**src/rtl/wfq_sched.sv**
```systemverilog
// Weighted fair-queue scheduler: picks the head packet with the smallest wrap-safe finish tag
// and streams it whole. Define WFQ_WEIGHT_EN to add the per-channel weight port.
module wfq_sched #(
    parameter int unsigned NUM_IN_LOG2 = 3,
    parameter int unsigned DATA_W      = 64,
    parameter int unsigned LEN_W       = 8,
    parameter int unsigned VT_W        = 32,
    localparam int unsigned N          = 2 ** NUM_IN_LOG2
) (
    input  logic                   clk,
    input  logic                   rst,
    input  logic [N-1:0]           fifo_empty,
    input  logic [N*DATA_W-1:0]    fifo_data,
    output logic [N-1:0]           fifo_rdreq,
    output logic                   out_valid,
    input  logic                   out_ready,
    output logic [DATA_W-1:0]      out_data,
    output logic                   out_last,
    output logic [NUM_IN_LOG2-1:0] out_chan
`ifdef WFQ_WEIGHT_EN
    ,
    input  logic [N*4-1:0]         weight
`endif
);

    typedef enum logic [0:0] {StIdle, StSend} state_e;

    state_e                 state_q, state_d;
    logic [VT_W-1:0]        vtime_q, vtime_d;
    logic [VT_W-1:0]        last_finish_q [N];
    logic [NUM_IN_LOG2-1:0] cur_q, cur_d;
    logic [VT_W-1:0]        tag_q, tag_d;
    logic [LEN_W-1:0]       remaining_q, remaining_d;

    logic [DATA_W-1:0]      head [N];
    logic [LEN_W-1:0]       len  [N];
    logic [3:0]             cost [N];
    logic [LEN_W+3:0]       prod [N];
    logic [VT_W-1:0]        base [N];
    logic [VT_W-1:0]        cand [N];

    logic                   found;
    logic [NUM_IN_LOG2-1:0] pick;
    logic [VT_W-1:0]        pick_tag;
    logic                   xfer;
    logic                   last_xfer;

    // a < b when the modular difference is negative as a signed value
    function automatic logic wrap_lt(logic [VT_W-1:0] a, logic [VT_W-1:0] b);
        logic [VT_W-1:0] d;
        d = a - b;
        return d[VT_W-1];
    endfunction

    always_comb begin
        for (int i = 0; i < N; i++) begin
            head[i] = fifo_data[i*DATA_W +: DATA_W];
            len[i]  = (head[i][LEN_W-1:0] == '0) ? LEN_W'(1) : head[i][LEN_W-1:0];
`ifdef WFQ_WEIGHT_EN
            cost[i] = (weight[i*4 +: 4] == 4'd0) ? 4'd1 : weight[i*4 +: 4];
`else
            cost[i] = 4'd1;
`endif
            prod[i] = {4'd0, len[i]} * {{LEN_W{1'b0}}, cost[i]};
            base[i] = wrap_lt(vtime_q, last_finish_q[i]) ? last_finish_q[i] : vtime_q;
            cand[i] = base[i] + VT_W'(prod[i]);
        end
    end

    // Strict less-than keeps ties on the lowest index.
    always_comb begin
        found    = 1'b0;
        pick     = '0;
        pick_tag = '0;
        for (int i = 0; i < N; i++) begin
            if (!fifo_empty[i] && (!found || wrap_lt(cand[i], pick_tag))) begin
                found    = 1'b1;
                pick     = NUM_IN_LOG2'(i);
                pick_tag = cand[i];
            end
        end
    end

    assign xfer      = (state_q == StSend) && !fifo_empty[cur_q] && out_ready;
    assign last_xfer = xfer && (remaining_q == LEN_W'(1));

    always_ff @(posedge clk) begin
        if (rst) begin
            state_q     <= StIdle;
            vtime_q     <= '0;
            cur_q       <= '0;
            tag_q       <= '0;
            remaining_q <= '0;
            for (int i = 0; i < N; i++) begin
                last_finish_q[i] <= '0;
            end
        end else begin
            state_q     <= state_d;
            vtime_q     <= vtime_d;
            cur_q       <= cur_d;
            tag_q       <= tag_d;
            remaining_q <= remaining_d;
            if (last_xfer) begin
                last_finish_q[cur_q] <= tag_q;
            end
        end
    end

    always_comb begin
        state_d     = state_q;
        vtime_d     = vtime_q;
        cur_d       = cur_q;
        tag_d       = tag_q;
        remaining_d = remaining_q;
        unique case (state_q)
            StIdle: begin
                if (found) begin
                    state_d     = StSend;
                    cur_d       = pick;
                    tag_d       = pick_tag;
                    remaining_d = len[pick];
                end
            end
            StSend: begin
                if (xfer) begin
                    vtime_d     = vtime_q + VT_W'(1);
                    remaining_d = remaining_q - LEN_W'(1);
                    if (last_xfer) begin
                        state_d = StIdle;
                    end
                end
            end
            default: state_d = StIdle;
        endcase
    end

    always_comb begin
        out_valid  = 1'b0;
        out_data   = '0;
        out_last   = 1'b0;
        out_chan   = '0;
        fifo_rdreq = '0;
        if (state_q == StSend) begin
            out_valid = !fifo_empty[cur_q];
            out_data  = head[cur_q];
            out_last  = (remaining_q == LEN_W'(1));
            out_chan  = cur_q;
            if (xfer) begin
                fifo_rdreq[cur_q] = 1'b1;
            end
        end
    end

endmodule

```
**config.mk**
```make
export PLATFORM = sky130hd
export DESIGN_NAME = wfq_sched
export DESIGN_NICKNAME = d
export VERILOG_FILES = /design/src/rtl/wfq_sched.sv
export SDC_FILE = /design/constraint.sdc
export NUM_CORES = 2
export LEC_CHECK = 0
export CAP_MARGIN = 20
export CORE_AREA = 3 3 330 332
export CTS_BUF_LIST = sky130_fd_sc_hd__clkbuf_2 sky130_fd_sc_hd__clkbuf_4 sky130_fd_sc_hd__clkbuf_8
export DETAILED_ROUTE_END_ITERATION = 8
export DIE_AREA = 0 0 333 335
export PLACE_DENSITY = 0.57
export SLEW_MARGIN = 15
export SYNTH_ARGS = -nofsm -noshare
export SYNTH_HDL_FRONTEND = slang
export SYNTH_SLANG_ARGS = --single-unit
```
**constraint.sdc**
```tcl
create_clock -name clk -period 41.6 [get_ports clk]
set_input_delay 6.24 -clock clk [delete_from_list [all_inputs] [get_ports clk]]
set_output_delay 6.24 -clock clk [all_outputs]
set_load 0.01 [all_outputs]
```
# Yosys cells after proc, flatten, opt, wreduce, memory -nomap -nowiden
# Memories as Yosys holds them, arrays and structs flattened.
# Index checks and enable logic that the tools add are counted.
[totals]
ramBits = 256
romBits = 0
latchBits = 0
memories = 1
out_inout_bits = 77
regBits = 76
[memory_table]
columns = ["name", "depth", "word_bits", "read_ports", "rd_clocked_by_memory_dff", "wr", "line_no", "text"]
rows = [
  ["last_finish_q", 8, 32, 8, 0, 8, "30", "logic [VT_W-1:0] last_finish_q [N];"],
]
[classes]
div_mod_pow = 0
eq_ne = 3
shifts = 0
multipliers = 0
bitwise_logic = 3
order_cmp = 4
add_sub_neg = 25
muxes = 70
n_reduce_logical = 44
[ops]
columns = ["operator", "n"]
rows = [
  ["$mux W32", 17],
  ["$sub A32 B32 Y32", 15],
  ["$add A32 B8 Y32", 8],
  ["$bmux W64 S3", 1],
  ["$mux W64", 3],
  ["$mux W8", 14],
  ["$logic_not A8 Y1", 8],
  ["$add A32 B1 Y32 const B", 1],
  ["$reduce_or A32 Y1", 1],
  ["$bmux W8 S3", 1],
  ["$mux W3", 8],
  ["$mux W1", 22],
  ["$pmux W8 S2", 1],
  ["$logic_not A1 Y1", 14],
  ["$logic_and A1 B1 Y1", 11],
  ["$eq A8 B1 Y1 const B", 1],
  ["$ge A4 B4 Y1 const B", 2],
  ["$not A3 Y4", 2],
  ["$sub A8 B1 Y8 const B", 1],
  ["$logic_or A1 B1 Y1", 7],
  ["$reduce_and A2 Y1", 3],
  ["$lt A3 B4 Y1 const B", 1],
  ["$bmux W1 S3", 1],
  ["$demux W1 S3", 1],
  ["5 further kinds", 5],
]

# Longest topological paths before layout
# An unclocked memory read counts as a cell.
[logic_depth]
ltp_word = 39
ltp_mapped = 172
ltp_nobuf = 158

# Least setup slack after synthesis
# Ideal clock, no wire load.
[synth_timing]
path_kind = "input -> register"
start = "in fifo_data[4]"
end = "reg remaining_q[4]"
setup_time_ns = 0.058
path_stages = 146
setup_slack_ns = 8.970
arrival_time_ns = 32.572
cell_sequence = "nor4_1 > a21o_1 > ha_1 > inv_1 > fa_1 > nor2b_1 > o21ai_0 > nand2b_1 > a21o_1 > a21o_1 > a21o_1 > a21o_1 > o21a_1 > o21ai_0 > a21oi_1 > o211ai_1 > o21bai_1 > nor3_1 > (+110 left out) > a21o_1 > a21oi_1 > nor2b_1 > o21ai_0 > nand2b_1 > a21oi_1 > nor2b_1 > o21ai_0 > nand2_1 > a211oi_1 > nor2_1 > mux2_2 > a41oi_1 > nand2_1 > buf_2 > mux2i_1 > a2111oi_0 > a211o_1"
[synth_between]
elab_chain_cells = 38
[synth_rtl]
columns = ["item", "line_no", "text"]
rows = [
  ["start, declared", "13", "input logic [N*DATA_W-1:0] fifo_data,"],
  ["$logic_not A8 Y1", "58", "len[i] = (head[i][LEN_W-1:0] == '0) ? LEN_W'(1) : head[i][LEN_W-1:0];"],
  ["$mux W8 (*)", "58", ""],
  ["$add A32 B8 Y32", "66", "cand[i] = base[i] + VT_W'(prod[i]);"],
  ["$mux W32", "76", "if (!fifo_empty[i] && (!found || wrap_lt(cand[i], pick_tag))) begin"],
  ["$sub A32 B32 Y32", "51", "d = a - b;"],
  ["$logic_or A1 B1 Y1", "76", ""],
  ["$logic_and A1 B1 Y1", "76", ""],
  ["$mux W32 / $mux W1 (equally long branches)", "76", ""],
  ["(+21 left out)", "n/a", ""],
  ["$logic_or A1 B1 Y1", "76", ""],
  ["$logic_and A1 B1 Y1", "76", ""],
  ["$mux W3", "76", ""],
  ["$not A3 Y4 (implied by the code)", "121", "remaining_d = len[pick];"],
  ["$bmux W8 S3", "121", ""],
  ["$mux W8 (implied by the code) (2 in series)", "121", ""],
  ["$mux W8", "117", "if (found) begin"],
  ["$pmux W8 S2", "115", "unique case (state_q)"],
  ["end signal, assigned", "102", "remaining_q <= remaining_d;"],
  ["end, declared", "33", "logic [LEN_W-1:0] remaining_q, remaining_d;"],
]
# Every way passes the cells marked *; elsewhere a longest branch is shown, timed or not. The select of a mux whose other input is x is not followed.
# A chain may end at the register's enable or synchronous reset.

# Worst setup path after layout
[layout_timing]
start = "in fifo_data[68]"
end = "reg remaining_q[2]"
[layout_between]
elab_chain_cells = 37
[layout_rtl]
columns = ["item", "line_no"]
rows = [
  ["$logic_not A8 Y1", "58"],
  ["$mux W8 (*)", "58"],
  ["$add A32 B8 Y32", "66"],
  ["$sub A32 B32 Y32", "51"],
  ["$logic_or A1 B1 Y1", "76"],
  ["$logic_and A1 B1 Y1", "76"],
  ["$mux W32 / $mux W1 (equally long branches)", "76"],
  ["$sub A32 B32 Y32 / $logic_not A1 Y1 (equally long branches)", "51, 76"],
  ["(+20 left out)", "n/a"],
  ["$logic_or A1 B1 Y1", "76"],
  ["$logic_and A1 B1 Y1", "76"],
  ["$mux W3", "76"],
  ["$not A3 Y4 (implied by the code)", "121"],
  ["$bmux W8 S3", "121"],
  ["$mux W8 (implied by the code) (2 in series)", "121"],
  ["$mux W8", "117"],
  ["$pmux W8 S2", "115"],
]
# Marked as above.

==> results.json <==
{
  "critical-path-max-stage-delay_ps": 710,
  "grt_usage": 0.382,
  "place.detailed.instances": 7127,
  "synth_async_sr_flop_share": 0,
  "syn_to_final_growth_pct": 21.2,
  "hp-class": "reg2reg",
  "crit_arrival_ps": 38320,
  "power-per-cell-area_nw_per_um2": 27.9,
  "place_area_um2": 49700,
  "timing.fmax_ghz": 0.0265,
  "initial_standard_cell_utilization_of_the_core": 0.397,
  "final.setup_skew_ps": 37.1,
  "grt_first_pass_wirelength_mm": 309,
  "number_of_register_bits_inferred_by_synthesis": 332,
  "overall_via_count_from_detail_route": 44400,
  "gr-usage-met3": 0.0756,
  "post_synth_main_area_contributors": "sky130_fd_sc_hd__edfxtp_1, sky130_fd_sc_hd__ha_1, sky130_fd_sc_hd__xnor2_1, sky130_fd_sc_hd__a21oi_1, sky130_fd_sc_hd__and2_1",
  "cap_violations": 0,
  "synth_cells": 5368,
  "postSynthNetCount": 6415,
  "final_core_utilization": 0.482,
  "post_cts_hold_buffer_count": 0,
  "drt_iter0_markers": 5011,
  "finish.cell_count_without_fillers": 7292,
  "startpoint_type": "primary input",
  "p_leak_nw": 21.5,
  "dieWidth_um": 333,
  "vdd_ir_drop_max_mv": 0.0211,
  "first_global_vias": 41000,
  "cpMostUsedCell": "sky130_fd_sc_hd__a21o_1",
  "synth-edff-count": 256,
  "cts.repair_timing.setup_buffer_count": 0,
  "path_class": "in2reg",
  "route.final.wire_length_mm": 221,
  "number_of_input_and_output_port_buffers_inserted": 599,
  "final_area_um2": 51300,
  "gp_congestion": 1.04,
  "routedWlPerCell_um": 30.3,
  "io-pin-count": 600,
  "global_route.peak_usage_layer": "met2",
  "synth_seq_area_share": 0.217,
  "grt_antenna_before_repair": 39,
  "path_clk_slew_ps": 80,
  "die_footprint_um2": 112000,
  "rows": 120,
  "drc": 0,
  "synth_top_area_frac": 0.181,
  "tns_ps": 0,
  "die_h_um": 335,
  "floorplan.core_area_um2": 107000,
  "req_time_crit_path_ps": 42250,
  "layout-drive-gt1-share": 0.0621,
  "hold_viol_final": 0,
  "netlist_area_um2": 42400,
  "postSynth.topFlopCell": "sky130_fd_sc_hd__edfxtp_1",
  "cts_resized": 0,
  "route.detailed.vias_per_inst": 6.09,
  "h-tree-depth": 3,
  "post_route_minimum_period_ps": 37670,
  "setup_viol": 0,
  "clock_insertion_delay_worst_skew_ps": 730,
  "design.final.nets": 6847,
  "cp_capture_type": "flip-flop",
  "synth_largest_area_cell": "sky130_fd_sc_hd__edfxtp_1",
  "cts_made_buffers": 72,
  "slew-limit-headroom": 0.198,
  "detail-route-antenna-nets": 0,
  "final_max_slew_viol_count": 0,
  "crit_path_top_delay_cell": "sky130_fd_sc_hd__or4b_2",
  "detailedRoute.firstPassIterationCount": 6,
  "cts_tree": "built",
  "overflow_after_grt": 0,
  "grt_max_degree": 69,
  "tritoncts_num_sinks": 332,
  "post_synth.cell_area_avg_um2": 7.89,
  "critical_path_peak_fanout": 51,
  "global_route.usage.met1": 0.481,
  "final_min_period_over_clock_period": 0.905,
  "clock_tree.root_cell": "sky130_fd_sc_hd__clkbuf_8",
  "max_slew.worst_pin.slew_ps": 1190,
  "cts-root-to-sink-buffers": 3,
  "detailedPlacementHpwl_mm": 180,
  "synthesis.yosys.warnings": 0,
  "grtUsageMet2": 0.614,
  "synth_cell_type_count": 99,
  "outcome": "complete, no violations",
  "setup_repair_after_global_routing_missed_its_margin": "false"
}
flip-flops by register name, indices dropped and copies added (netlist names):
register / flops
remaining_q: 8
tag_q: 32
vtime_q: 32
cur_q: 3
state_q: 1
last_finish_q: 256
per-layer routing:
layer	routed length, um	part of all wire
met5	108	0.00049
met4	13700	0.062
met3	19200	0.087
met2	99500	0.45
met1	88700	0.40
where the power goes:
| part | internal, mW | switching (mW) |
|---|---|---|
| Sequential | 0.375 | 0.0446 |
| Combinational | 0.241 | 0.369 |
| Clock | 0.217 | 0.186 |
| Total | 0.833 | 0.600 |
path summary, 6_finish.rpt:
kind / depth (start not counted) / slack (ps) / end / start
min: 2 / 570 / vtime_q[30]$_SDFFE_PP0P_ / vtime_q[30]$_SDFFE_PP0P_
max reg2reg: 144 / 7040 / remaining_q[2]$_SDFFE_PP0P_ / vtime_q[5]$_SDFFE_PP0P_
max: 138 / 3930 / remaining_q[2]$_SDFFE_PP0P_ / fifo_data[68]
min reg2reg: 2 / 570 / vtime_q[30]$_SDFFE_PP0P_ / vtime_q[30]$_SDFFE_PP0P_
critical path, delay by kind of cell:
family	cells	cell delay (ps)
xor+xnor	2	460
simple gates	48	10650
buf+inv	10	3270
fa+ha+maj	9	2800
mux	5	1150
compound gates	64	13630
cell families (layout without fill, tap and decap cells):
logic type | count (synthesis) | in the layout | share of synthesized area
AO/OA/AOI/OAI | 1444 | 1444 | 0.227
XOR/XNOR | 353 | 353 | 0.0738
adder cells (fa/ha/maj) | 524 | 524 | 0.156
buffers and inverters | 730 | 1221 | 0.0652
flip-flops | 332 | 332 | 0.217
multiplexers | 224 | 224 | 0.0546
other | 0 | 30 | 0
AND/OR/NAND/NOR | 1761 | 1761 | 0.206
per-stage QoR:
stage	hold slack (ps)	power (mW)	worst slack (ps)
after floorplan	484	0.748	8970
after detailed placement	556	1.02	4170
after CTS	568	1.42	4820
after global routing	628	1.50	1490
after global placement	549	1.02	4720
final	571	1.43	3930
synth_stat cells, types with 53 or more instances:
cell type                  count
sky130_fd_sc_hd__nand2_1     422
sky130_fd_sc_hd__dfxtp_1      76
sky130_fd_sc_hd__a21oi_1     372
sky130_fd_sc_hd__nand2b_1     54
sky130_fd_sc_hd__a41oi_1      53
sky130_fd_sc_hd__nor3_1       91
sky130_fd_sc_hd__xor2_1      122
sky130_fd_sc_hd__nand4_1      99
sky130_fd_sc_hd__edfxtp_1    256
sky130_fd_sc_hd__mux2i_1     176
sky130_fd_sc_hd__xnor2_1     228
sky130_fd_sc_hd__nand3_1     139
sky130_fd_sc_hd__o21ai_0     227
sky130_fd_sc_hd__a21o_1      186
sky130_fd_sc_hd__a22oi_1     232
sky130_fd_sc_hd__ha_1        516
sky130_fd_sc_hd__a211oi_1     54
sky130_fd_sc_hd__inv_1       390
sky130_fd_sc_hd__clkbuf_1    288
sky130_fd_sc_hd__nor2_1      423
sky130_fd_sc_hd__and2_1      283
area by class of cell:
class	count	area (um^2)
diodes	30	75.1
clock buffers	95	1210
clock inverters	38	307
fillers	10700	55300
inverters	394	1480
multi-input cells	4306	30600
flip-flops and latches	332	9210
well taps	1403	1760
repair buffers	694	6700
placed cells by master (no fill, tap or decap), types with 35 or more instances in the layout:
cell	synthesis	final
sky130_fd_sc_hd__nand4_1	99	99
sky130_fd_sc_hd__a41oi_1	53	53
sky130_fd_sc_hd__mux2i_1	176	176
sky130_fd_sc_hd__a211oi_1	54	52
sky130_fd_sc_hd__and3_1	37	35
sky130_fd_sc_hd__nand2_1	422	422
sky130_fd_sc_hd__and2_1	283	282
sky130_fd_sc_hd__clkdlybuf4s50_1	0	598
sky130_fd_sc_hd__a31oi_1	45	44
sky130_fd_sc_hd__nor4_1	39	39
sky130_fd_sc_hd__a22oi_1	232	232
sky130_fd_sc_hd__a21o_1	186	186
sky130_fd_sc_hd__a21oi_1	372	370
sky130_fd_sc_hd__ha_1	516	516
sky130_fd_sc_hd__nand2b_1	54	54
sky130_fd_sc_hd__inv_1	390	390
sky130_fd_sc_hd__clkbuf_8	0	80
sky130_fd_sc_hd__nand3_1	139	138
sky130_fd_sc_hd__edfxtp_1	256	256
sky130_fd_sc_hd__nor2b_1	48	48
sky130_fd_sc_hd__o21ai_0	227	225
sky130_fd_sc_hd__dfxtp_1	76	76
sky130_fd_sc_hd__nor3_1	91	89
sky130_fd_sc_hd__nor2_1	423	410
sky130_fd_sc_hd__mux2_2	46	46
sky130_fd_sc_hd__buf_4	0	94
sky130_fd_sc_hd__xor2_1	122	122
sky130_fd_sc_hd__xnor2_1	228	224
sky130_fd_sc_hd__or3_1	36	36
Note: power is estimated with default switching activity, not from simulation.
